==> src/rtl/css_pkg.sv <==
// Shared encodings for the syndrome round controller: axes, FSM states and
// the per-axis syndrome-to-correction lookup tables.
package css_pkg;

    localparam logic [1:0] AXIS_NONE = 2'b00;
    localparam logic [1:0] AXIS_X    = 2'b01;
    localparam logic [1:0] AXIS_Y    = 2'b10;
    localparam logic [1:0] AXIS_Z    = 2'b11;

    localparam logic [2:0] ST_IDLE   = 3'd0;
    localparam logic [2:0] ST_MEAS   = 3'd1;
    localparam logic [2:0] ST_VOTE   = 3'd2;
    localparam logic [2:0] ST_DECODE = 3'd3;
    localparam logic [2:0] ST_ISSUE  = 3'd4;
    localparam logic [2:0] ST_NEXT   = 3'd5;

    function automatic logic [4:0] x_table(input logic [3:0] syn);
        case (syn)
            4'b0001: x_table = 5'b10000;
            4'b1000: x_table = 5'b01000;
            4'b1100: x_table = 5'b00100;
            4'b0110: x_table = 5'b00010;
            4'b0011: x_table = 5'b00001;
            default: x_table = 5'b00000;
        endcase
    endfunction

    function automatic logic [4:0] y_table(input logic [3:0] syn);
        case (syn)
            4'b1011: y_table = 5'b10000;
            4'b1101: y_table = 5'b01000;
            4'b1110: y_table = 5'b00100;
            4'b1111: y_table = 5'b00010;
            4'b0111: y_table = 5'b00001;
            default: y_table = 5'b00000;
        endcase
    endfunction

    function automatic logic [4:0] z_table(input logic [3:0] syn);
        case (syn)
            4'b1010: z_table = 5'b10000;
            4'b0101: z_table = 5'b01000;
            4'b0010: z_table = 5'b00100;
            4'b1001: z_table = 5'b00010;
            4'b0100: z_table = 5'b00001;
            default: z_table = 5'b00000;
        endcase
    endfunction

endpackage

==> src/rtl/css_syndrome_decode.sv <==
// Combinational syndrome lookup; the controller registers the result.
module css_syndrome_decode
    import css_pkg::*;
(
    input  logic [1:0] axis,
    input  logic [3:0] syndrome,
    output logic [4:0] correction
);

    always_comb begin
        correction = 5'b00000;
        case (axis)
            AXIS_X:  correction = x_table(syndrome);
            AXIS_Y:  correction = y_table(syndrome);
            AXIS_Z:  correction = z_table(syndrome);
            default: correction = 5'b00000;
        endcase
    end

endmodule

==> src/rtl/syndrome_round_controller.sv <==
// Runs one X->Y->Z round: repeated ancilla sampling, majority vote,
// table decode and a valid/ready handoff of each nonzero correction.
module syndrome_round_controller
    import css_pkg::*;
#(
    parameter int NREP = 3
) (
    input  logic       CLK,
    input  logic       RST_N,
    input  logic       start,
    output logic       meas_req,
    output logic [1:0] meas_axis,
    input  logic       meas_valid,
    input  logic [3:0] ancilla,
    output logic       corr_valid,
    input  logic       corr_ready,
    output logic [1:0] corr_axis,
    output logic [4:0] correction,
    output logic       busy,
    output logic       vote_err
);

    logic [2:0] state;
    logic [1:0] axis_q;
    logic [2:0] ones_cnt [4];
    logic [2:0] smp_cnt;
    logic [3:0] syn_q;
    logic [4:0] corr_q;
    logic       err_q;
    logic [3:0] voted;
    logic       mixed;
    logic [4:0] dec_corr;

    // A bit is "mixed" when its samples were neither all-zero nor all-one.
    always_comb begin
        voted = 4'b0000;
        mixed = 1'b0;
        for (int i = 0; i < 4; i++) begin
            voted[i] = (ones_cnt[i] > 3'(NREP / 2));
            if (ones_cnt[i] != 3'd0 && ones_cnt[i] != 3'(NREP))
                mixed = 1'b1;
        end
    end

    css_syndrome_decode u_decode (
        .axis       (axis_q),
        .syndrome   (syn_q),
        .correction (dec_corr)
    );

    always_ff @(posedge CLK or negedge RST_N) begin
        if (!RST_N) begin
            state   <= ST_IDLE;
            axis_q  <= AXIS_NONE;
            smp_cnt <= 3'd0;
            syn_q   <= 4'b0000;
            corr_q  <= 5'b00000;
            err_q   <= 1'b0;
            for (int i = 0; i < 4; i++) ones_cnt[i] <= 3'd0;
        end else begin
            case (state)
                ST_IDLE: begin
                    if (start) begin
                        state   <= ST_MEAS;
                        axis_q  <= AXIS_X;
                        err_q   <= 1'b0;
                        smp_cnt <= 3'd0;
                        for (int i = 0; i < 4; i++) ones_cnt[i] <= 3'd0;
                    end
                end
                ST_MEAS: begin
                    if (meas_valid) begin
                        for (int i = 0; i < 4; i++)
                            ones_cnt[i] <= ones_cnt[i] + {2'b00, ancilla[i]};
                        if (smp_cnt == 3'(NREP - 1)) begin
                            smp_cnt <= 3'd0;
                            state   <= ST_VOTE;
                        end else begin
                            smp_cnt <= smp_cnt + 3'd1;
                        end
                    end
                end
                ST_VOTE: begin
                    syn_q <= voted;
                    if (mixed) err_q <= 1'b1;
                    state <= ST_DECODE;
                end
                ST_DECODE: begin
                    corr_q <= dec_corr;
                    state  <= (dec_corr != 5'b00000) ? ST_ISSUE : ST_NEXT;
                end
                ST_ISSUE: begin
                    if (corr_ready) state <= ST_NEXT;
                end
                ST_NEXT: begin
                    for (int i = 0; i < 4; i++) ones_cnt[i] <= 3'd0;
                    if (axis_q == AXIS_Z) begin
                        axis_q <= AXIS_NONE;
                        state  <= ST_IDLE;
                    end else begin
                        axis_q <= axis_q + 2'd1;
                        state  <= ST_MEAS;
                    end
                end
                default: state <= ST_IDLE;
            endcase
        end
    end

    assign meas_req   = (state == ST_MEAS);
    assign meas_axis  = axis_q;
    assign corr_valid = (state == ST_ISSUE);
    assign correction = corr_valid ? corr_q : 5'b00000;
    assign corr_axis  = corr_valid ? axis_q : AXIS_NONE;
    assign busy       = (state != ST_IDLE);
    assign vote_err   = err_q;

endmodule

==> config.mk <==
export PLATFORM = sky130hd
export DESIGN_NAME = syndrome_round_controller
export DESIGN_NICKNAME = d
export VERILOG_FILES = /design/src/rtl/css_pkg.sv /design/src/rtl/css_syndrome_decode.sv /design/src/rtl/syndrome_round_controller.sv
export SDC_FILE = /design/constraint.sdc
export NUM_CORES = 1
export LEC_CHECK = 0
export ABC_AREA = 1
export CORE_MARGIN = 4
export CORE_UTILIZATION = 55
export CTS_CLUSTER_DIAMETER = 200
export DETAILED_ROUTE_END_ITERATION = 10
export PLACE_DENSITY = 0.79
export SLEW_MARGIN = 15
export SYNTH_ARGS = -nofsm -noshare
export SYNTH_HDL_FRONTEND = slang
export SYNTH_SLANG_ARGS = --single-unit
==> constraint.sdc <==
create_clock -name CLK -period 1.68 [get_ports CLK]
set_input_delay 0.42 -clock CLK [delete_from_list [all_inputs] [get_ports CLK]]
set_output_delay 0.42 -clock CLK [all_outputs]
set_load 0.1 [all_outputs]
==> flow_metrics.tcl <==
set metrics [dict create \
    run_status "complete, but fails checks" \
    violations_in_the_final_reports "negative setup slack" \
    clk_transition_reported_paths_ps 100 \
    finalCoreUtilization_pct 84.6 \
    dpl.cell_count 309 \
    post_route_cells_drive_above_1_share_pct 32.3 \
    layout_setup_ws_ps -204 \
    area.sequential_um2 757 \
    rsz0062_at_grt "yes" \
    drt_iter0_markers 188 \
    post_syn_nets 253 \
    layout.filler_cells 174 \
    floorplan.die_area_um2 4360 \
    end_kind "primary output" \
    report.final.hold_viol_count 0 \
    cts-buffers-inserted 5 \
    grt_usage_pct 24.4 \
    grt_pass1_vias 1672 \
    die_width_um 66.1 \
    layout_common_cells "sky130_fd_sc_hd__nand2_1 (42), sky130_fd_sc_hd__inv_1 (29), sky130_fd_sc_hd__dfrtp_1 (27)" \
    multi_input_area_um2 1040 \
    finalMaxSlewViolations 0 \
    total_power_mw 5.13 \
    post_dp_cell_area_um2 2410 \
    rows 20 \
    final_min_period_over_clock_period_pct 112 \
    min_path_type "in2async" \
    route.vias.total 1841 \
    postSynthCellCount 232 \
    cts_sinks 30 \
    routed_wire_per_std_cell_um 15.1 \
    grt_max_degree 31 \
    ant_nets 0 \
    worst_pin_slew_ps 364 \
    synth_cell_types 28 \
    rr_worst_depth 13 \
    critical_path.reg2reg.endpoint "state[0]" \
    start_util_pct 59.3 \
    routabilityCongestion 0.798 \
    ys.warnings.count 0 \
    global_route_wire_length_before_repair_mm 7.96 \
    yosys_register_bits 30 \
    io_buffers 21 \
    grt.met2_usage_pct 42.6 \
    diodes 0 \
    synth.yosys.seq_area_share_pct 40.5 \
    placeableCoreArea_um2 3130 \
    cp_data_arrival_time_ps 1460 \
    clock_path_buffers 2 \
    setup_viol_count_final 10 \
    reg2reg_slack_ps 20 \
    clock_tree_from_tritoncts "built" \
    areaGrowthSynthToFinish_pct 42.7 \
    power_per_cell_area_nw_per_um2 1940 \
    max_freq_ghz 0.531 \
    netlist_area_um2 1850 \
    top_usage_layer "met2" \
    die_height_um 66.1 \
    cts_max_level 2 \
    max_cap_viol_count 0 \
    slew_headroom_pct 75.6 \
    critPathLaunch "state[1]" \
    avgSynthCellArea_um2 7.99 \
    use_met1_pct 27.5 \
    routed_wirelength_mm 4.98 \
    route.detailed.vias_per_inst 5.60 \
    use_met3_pct 6.29 \
    finish.instance_area_um2 2650 \
    pin_count 22 \
    clk-insertion-delay-late_ps 340 \
    worst_setup_skew_after_layout_ps 20.1 \
    detailedRoute.firstPassIterationCount 6 \
    leakagePower_nw 1.26 \
    min_period_ps 1880 \
    cp_endpoint "corr_axis[1]" \
    route.detailed.drc 0 \
    irDropWorstVdd_mv 2.04 \
    final_nets 306 \
    instances_no_fill 329 \
    worstReg2RegStart "meas_axis[0]" \
    grt_antenna_before_repair 0 \
    worst_path_required_ps 1260 \
    layout_commonest_cell "sky130_fd_sc_hd__nand2_1" \
    setup.worst_path.class "reg2out" \
    timing.critical_path.from_type "flop" \
    grt_overflow 0 \
    cts_root_buf "sky130_fd_sc_hd__clkbuf_4" \
    ctsHoldBuffers 0 \
    final.setup.tns_ps -1870 \
    worst-path-max-fanout 8 \
    dpl.hpwl_mm 3.11 \
]
==> worst max-delay path, cell delays in order (launching register included) <==
cell	delay, ps
sky130_fd_sc_hd__dfrtp_1	420
sky130_fd_sc_hd__inv_2	90
sky130_fd_sc_hd__nand2_4	60
sky130_fd_sc_hd__nor2_4	150
sky130_fd_sc_hd__inv_6	100
sky130_fd_sc_hd__nor2_4	120
sky130_fd_sc_hd__buf_12	180
==> worst min-delay path by stage <==
stage | startpoint | end | slack, ps
after floorplan | RST_N | corr_q[0] | 120
after global placement | corr_q[2] | corr_q[2] | 480
after detailed placement | corr_q[3] | corr_q[3] | 480
after CTS | RST_N | corr_q[0] | 440
after global routing | RST_N | corr_q[0] | 440
final | RST_N | ones_cnt[8] | 430
==> timing repair <==
item | in CTS | in global routing
buffers inserted | 8 | 6
gates resized for setup | 5 | 17
setup endpoints to repair | 10 | 25
pin swaps | 3 | 3
==> report_power, final <==
part           switching [mW]  internal, mW
Sequential              0.232         0.951
Combinational            2.15          1.34
Clock                   0.261         0.197
Total                    2.64          2.49
==> synth_stat cells <==
cell	number	share of area (%)
sky130_fd_sc_hd__o31ai_1	2	0.81
sky130_fd_sc_hd__nor2_1	20	4.0
sky130_fd_sc_hd__o21a_1	1	0.41
sky130_fd_sc_hd__ha_1	12	8.1
sky130_fd_sc_hd__dfrtp_1	30	40
sky130_fd_sc_hd__a21oi_2	1	0.47
sky130_fd_sc_hd__nor3_4	1	0.88
sky130_fd_sc_hd__xnor2_1	3	1.4
sky130_fd_sc_hd__nand3_1	23	6.2
sky130_fd_sc_hd__o211a_1	1	0.54
sky130_fd_sc_hd__or2_0	1	0.34
sky130_fd_sc_hd__buf_2	1	0.27
sky130_fd_sc_hd__a21oi_1	8	2.2
sky130_fd_sc_hd__inv_1	32	6.5
sky130_fd_sc_hd__buf_6	2	1.2
sky130_fd_sc_hd__nand2_2	3	1.0
sky130_fd_sc_hd__nor3_1	1	0.27
sky130_fd_sc_hd__o21ai_1	4	1.1
sky130_fd_sc_hd__o31ai_2	1	0.67
sky130_fd_sc_hd__nand3_2	4	2.2
sky130_fd_sc_hd__nand2_1	43	8.7
sky130_fd_sc_hd__xor2_1	3	1.4
sky130_fd_sc_hd__nor2_2	2	0.67
sky130_fd_sc_hd__o21ai_0	18	4.9
sky130_fd_sc_hd__inv_2	6	1.2
sky130_fd_sc_hd__o22ai_1	2	0.67
sky130_fd_sc_hd__nand2_4	1	0.61
sky130_fd_sc_hd__o21ai_2	6	2.8
==> state kept, by name, indices dropped and copies added (netlist names) <==
signal,count
smp_cnt,3
syn_q,4
state,3
ones_cnt,12
corr_q,5
vote_err,1
meas_axis,2
==> per-layer routing <==
metal | wire length (um) | vias to the layer above
met5 | 0 | -
met4 | 235 | 0
met3 | 364 | 17
met2 | 2460 | 101
met1 | 1920 | 860
li1 | - | 863
==> cells by family (layout without fill, tap and decap cells) <==
logic type | after synthesis | count (layout) | share of synthesized area [%]
and+or+nand+nor | 99 | 99 | 24.9
buffers and inverters | 41 | 94 | 9.18
DFF | 30 | 30 | 40.5
AOI/OAI and AO/OA | 44 | 44 | 14.5
adders and majority gates | 12 | 12 | 8.10
xor gates and xnor gates | 6 | 6 | 2.83
==> layout make-up <==
| cell class | count | share of cell area (%) |
|---|---|---|
| tap | 44 | 2.08 |
| multi-input combinational | 161 | 39.3 |
| inverter | 38 | 5.67 |
| sequential | 30 | 28.6 |
| timing repair buffer | 49 | 22.3 |
| clock buffer | 7 | 2.08 |
==> stage by stage <==
step | setup slack (ps) | hold WS, ps
final | -204 | 428
after global routing | -251 | 442
after CTS | -166 | 436
after detailed placement | -51.2 | 481
after global placement | 55.7 | 477
after floorplan | -563 | 124
(Power assumes the default switching activity.)
